File: src/rtl/isa_pkg.sv
// Shared ISA definitions for the fetch unit and instruction memory users:
// fetch FSM states, the done-word encoding and the default program entry points.
package isa_pkg;

    typedef enum logic [1:0] {
        ST_IDLE  = 2'd0,
        ST_FETCH = 2'd1,
        ST_RUN   = 2'd2,
        ST_HALT  = 2'd3
    } fetch_state_t;

    localparam logic [8:0] DONE_WORD = 9'b000_000_000;

    localparam logic [7:0] ENTRY_PRODUCT      = 8'd0;
    localparam logic [7:0] ENTRY_STRING_MATCH = 8'd25;
    localparam logic [7:0] ENTRY_CLOSEST_PAIR = 8'd44;

endpackage

File: src/rtl/pc_fetch.sv
// Program counter and fetch FSM: Start loads an entry, FETCH waits one cycle, RUN fetches one word per cycle.
// Latency: 1 cycle PC->Instr; Stall freezes PC/Instr; an honoured branch flushes one slot; the done word halts.
module pc_fetch
    import isa_pkg::*;
#(
    parameter logic [7:0] ENTRY0 = ENTRY_PRODUCT,
    parameter logic [7:0] ENTRY1 = ENTRY_STRING_MATCH,
    parameter logic [7:0] ENTRY2 = ENTRY_CLOSEST_PAIR
) (
    input  logic        Clk,
    input  logic        Reset,
    input  logic        Start,
    input  logic [1:0]  ProgSel,
    output logic [7:0]  PC,
    input  logic [8:0]  iptr,
    input  logic        Stall,
    input  logic        BranchTaken,
    input  logic [7:0]  BranchTarget,
    output logic [8:0]  Instr,
    output logic        InstrValid,
    output logic        Busy,
    output logic        Done,
    output logic [15:0] CycleCount
);

    fetch_state_t state;
    logic [7:0]   entry;
    logic         branch_ok;

    always_comb begin
        entry = ENTRY0;
        case (ProgSel)
            2'd1:    entry = ENTRY1;
            2'd2:    entry = ENTRY2;
            default: entry = ENTRY0;
        endcase
    end

    // A branch is only meaningful against a valid instruction that the decoder actually consumed.
    assign branch_ok = BranchTaken && InstrValid && !Stall;

    always_ff @(posedge Clk) begin
        if (Reset) begin
            state      <= ST_IDLE;
            PC         <= 8'd0;
            Instr      <= 9'd0;
            InstrValid <= 1'b0;
            Busy       <= 1'b0;
            Done       <= 1'b0;
            CycleCount <= 16'd0;
        end else begin
            case (state)
                ST_IDLE, ST_HALT: begin
                    if (Start) begin
                        state      <= ST_FETCH;
                        PC         <= entry;
                        InstrValid <= 1'b0;
                        CycleCount <= 16'd0;
                        Busy       <= 1'b1;
                        Done       <= 1'b0;
                    end
                end
                ST_FETCH: begin
                    state      <= ST_RUN;
                    InstrValid <= 1'b0;
                end
                ST_RUN: begin
                    if (CycleCount != 16'hFFFF)
                        CycleCount <= CycleCount + 16'd1;
                    if (!Stall) begin
                        if (branch_ok) begin
                            PC         <= BranchTarget;
                            InstrValid <= 1'b0;
                        end else if (iptr == DONE_WORD) begin
                            // PC stays on the done word so software can see where it stopped.
                            state      <= ST_HALT;
                            InstrValid <= 1'b0;
                            Busy       <= 1'b0;
                            Done       <= 1'b1;
                        end else begin
                            Instr      <= iptr;
                            InstrValid <= 1'b1;
                            PC         <= PC + 8'd1;
                        end
                    end
                end
                default: state <= ST_IDLE;
            endcase
        end
    end

endmodule
File: config.mk
export PLATFORM = sky130hd
export DESIGN_NAME = pc_fetch
export DESIGN_NICKNAME = d
export VERILOG_FILES = /design/src/rtl/isa_pkg.sv /design/src/rtl/pc_fetch.sv
export SDC_FILE = /design/constraint.sdc
export NUM_CORES = 1
export LEC_CHECK = 0
export CAP_MARGIN = 40
export CORE_ASPECT_RATIO = 1.25
export CORE_UTILIZATION = 40
export CTS_BUF_LIST = sky130_fd_sc_hd__clkbuf_16
export CTS_CLUSTER_DIAMETER = 30
export DETAILED_ROUTE_END_ITERATION = 10
export GPL_TIMING_DRIVEN = 0
export HOLD_SLACK_MARGIN = 0.12
export PLACE_DENSITY = 0.7
export SYNTH_ARGS = -nofsm -noshare
export SYNTH_HDL_FRONTEND = slang
export SYNTH_SLANG_ARGS = --single-unit
File: constraint.sdc
create_clock -name Clk -period 4.17 [get_ports Clk]
set_input_delay 0.834 -clock Clk [delete_from_list [all_inputs] [get_ports Clk]]
set_output_delay 0.834 -clock Clk [all_outputs]
set_load 0.005 [all_outputs]
==> reports/qor.txt <==
status: complete, no violations
Worst Tran Pin Value: 0.793 ns
Worst EP required: 4.35 ns
top-count cell post-synth: dfxtp_1
Seq/Total Area, Yosys: 37.6%
TritonCTS clock tree: built
RSZ-0062 raised after global routing: false
syn nets: 274
Syn Std Cell Area: 2020 µm²
RR Endpoint: PC[1]
critical setup path kind: in -> reg
Final HPWL DP: 3.84 mm
power density cells: 461 nW/µm²
Mapped Cells: 244
depth of the worst register-to-register path: 8
largest net degree at the start of global routing: 12
clock sinks: 38
CTS Hold Bufs: 0
VDD IR max: 0.269 mV
Placed Area: 2690 µm²
H-tree levels: 2
Max FO, Critical Path: 10
std cell rows: 28
Max Slew Vio Count: 0
final setup fails: 0
# fillers: 461
Initial Util: 42.1%
DRC viols: 0
hold_sp: Instr[7]
Max-Cap Viols: 0
global-route wire length before repair: 8.74 mm
CTS Buf Count: 5
fin crit share: 63.7%
Layout Skew: 0.00600 ns
Post-synth top cells: dfxtp_1 (38), nor2_1 (37), a21oi_1 (17), nand2_1 (15)
routed via count: 2069
initial antenna violation count: 0
WP data arrival: 2.83 ns
Hold WC Path Type: reg -> reg
area leader, netlist: dfxtp_1
Post-synth EDFFs: 0
IO Count: 60
fmax: 0.377 GHz
mean area per synthesized cell: 8.28 µm²
Clock Latency Late Sink: 0.28 ns
vias in the first global route: 1893
Pwr Total: 1.30 mW
Die ar.: 5340 µm²
TNS Setup: 0 ns
Hold Crit Depth: 2
Avg WL per Cell: 14.2 µm
ys flop type: dfxtp_1
Rel. slew slack: 47.0%
Clock Tree Buf Depth: 2
Area growth syn-to-layout: 39.8%
minimum clock period: 2.65 ns
Area contributors post-synth: dfxtp_1 (38%), nor2_1 (6.9%), mux2i_1 (5.0%)
Critical Path Source Type: input port
Final Core Density: 58.8%
share of the synthesized area in the top cell type: 37.6%
asr flop ratio synth: 0%
post-synth cell types: 48
Final ANT Viol Nets: 0
DR iter-0 viols: 124
Synth Register Bits: 38
Hold EP: Instr[7]
DR pass1 iterations: 4
PortBufs: 59
all-layer global routing usage: 21.0%
vias per std cell: 5.58
Congestion Overflow GR: 0
post-CTS resize count: 0
share of cells above drive strength 1: 4.50%
CTS root buffer: clkbuf_16
Routed WL: 5.25 mm
Final nets: 340
Post-Place Cells: 363
Leakage: 0.964 nW
Die X: 65.6 µm
total number of yosys warnings: 0
GP Congestion: 0.905
cell area after layout: 2820 µm²
die height: 81.5 µm
Non-Filler Instances: 371
core area: 4800 µm²
R2R Setup Slk: 1.87 ns
reg2reg start: state[0]
Worst-path clk slew: 0.06 ns
Hold Fails Final Rpt: 0
Critical Path Sink Type: register
Post-CTS Setup Inserts: 0
Diodes inserted: 0
## cells in the final DEF (no fill, tap or decap), types with 5 or more instances in the layout
cell type        count
nand4_1             10
nor3_1               8
clkbuf_16            5
or3_1                6
nand3_1              7
xnor2_1              8
nor2_1              37
clkdlybuf4s50_1     59
ha_1                 6
dfxtp_1             38
a21oi_1             17
o21ai_0              8
inv_1                8
nand2_1             15
clkbuf_1             7
mux2i_1             10
## layer usage
| metal | vias to the layer above | routed length, µm | global-route usage, % |
|---|---|---|---|
| met4 | 0 | 75 | 8.91 |
| met5 | - | 0 | 0 |
| met2 | 69 | 2490 | 35.2 |
| met3 | 8 | 310 | 4.58 |
| li1 | 1026 | - | - |
| met1 | 966 | 2370 | 25.8 |
## report_power, final
part           leakage (nW)  switching, mW  total [mW]  internal [mW]
logic                 0.583          0.261       0.479          0.218
clock network        0.0724          0.147       0.364          0.216
registers             0.309         0.0500       0.459          0.409
total                 0.964          0.459        1.30          0.843
## area by class of cell
class | instances | area (µm²) | area share (%)
multi-input cells | 190 | 1200 | 42.4
clock inverters | 3 | 12.5 | 0.443
flip-flops and latches | 38 | 761 | 26.9
repair buffers | 59 | 591 | 20.9
clock buffers | 5 | 125 | 4.43
inverters | 7 | 26.3 | 0.930
well taps | 60 | 75.1 | 2.66
plain buffers | 9 | 35.0 | 1.24
## worst max path at each step
stage	end	from	cells past startpoint	slack, ns
after floorplan	PC[0]	iptr[7]	5	1.98
after global placement	PC[0]	iptr[7]	6	1.24
after detailed placement	PC[0]	iptr[8]	6	1.21
after CTS	PC[0]	iptr[7]	6	1.50
after global routing	PC[0]	iptr[7]	6	1.29
final	PC[0]	iptr[7]	6	1.52
## critical path, stage by stage
cell             delay [ns]
clkdlybuf4s50_1        0.42
nor4_1                 0.43
nand3_1                0.22
o221a_2                0.34
clkbuf_1               0.25
o221a_2                0.33
## metrics by stage
step | hold slack (ns) | setup slack, ns
6_report | 0.495 | 1.52
5_1_grt | 0.518 | 1.29
4_1_cts | 0.503 | 1.50
3_5_place_dp | 0.487 | 1.21
3_3_place_gp | 0.478 | 1.24
2_1_floorplan | 0.466 | 1.98
## state kept, by name, summed over array words and instances (netlist names)
| name | flops |
|---|---|
| Busy | 1 |
| CycleCount | 16 |
| Done | 1 |
| Instr | 9 |
| InstrValid | 1 |
| PC | 8 |
| state | 2 |
## logic make-up (layout without fill, tap and decap cells)
group / count (synthesis) / count (layout) / share of synthesized area, %
muxes: 12 / 12 / 6.19
xor gates and xnor gates: 11 / 11 / 4.77
DFF: 38 / 38 / 37.6
and+or+nand+nor: 113 / 113 / 29.5
buffers and inverters: 16 / 83 / 3.03
AOI/OAI and AO/OA: 48 / 48 / 15.2
adders and majority gates: 6 / 6 / 3.72
(Power assumes the default switching activity.)
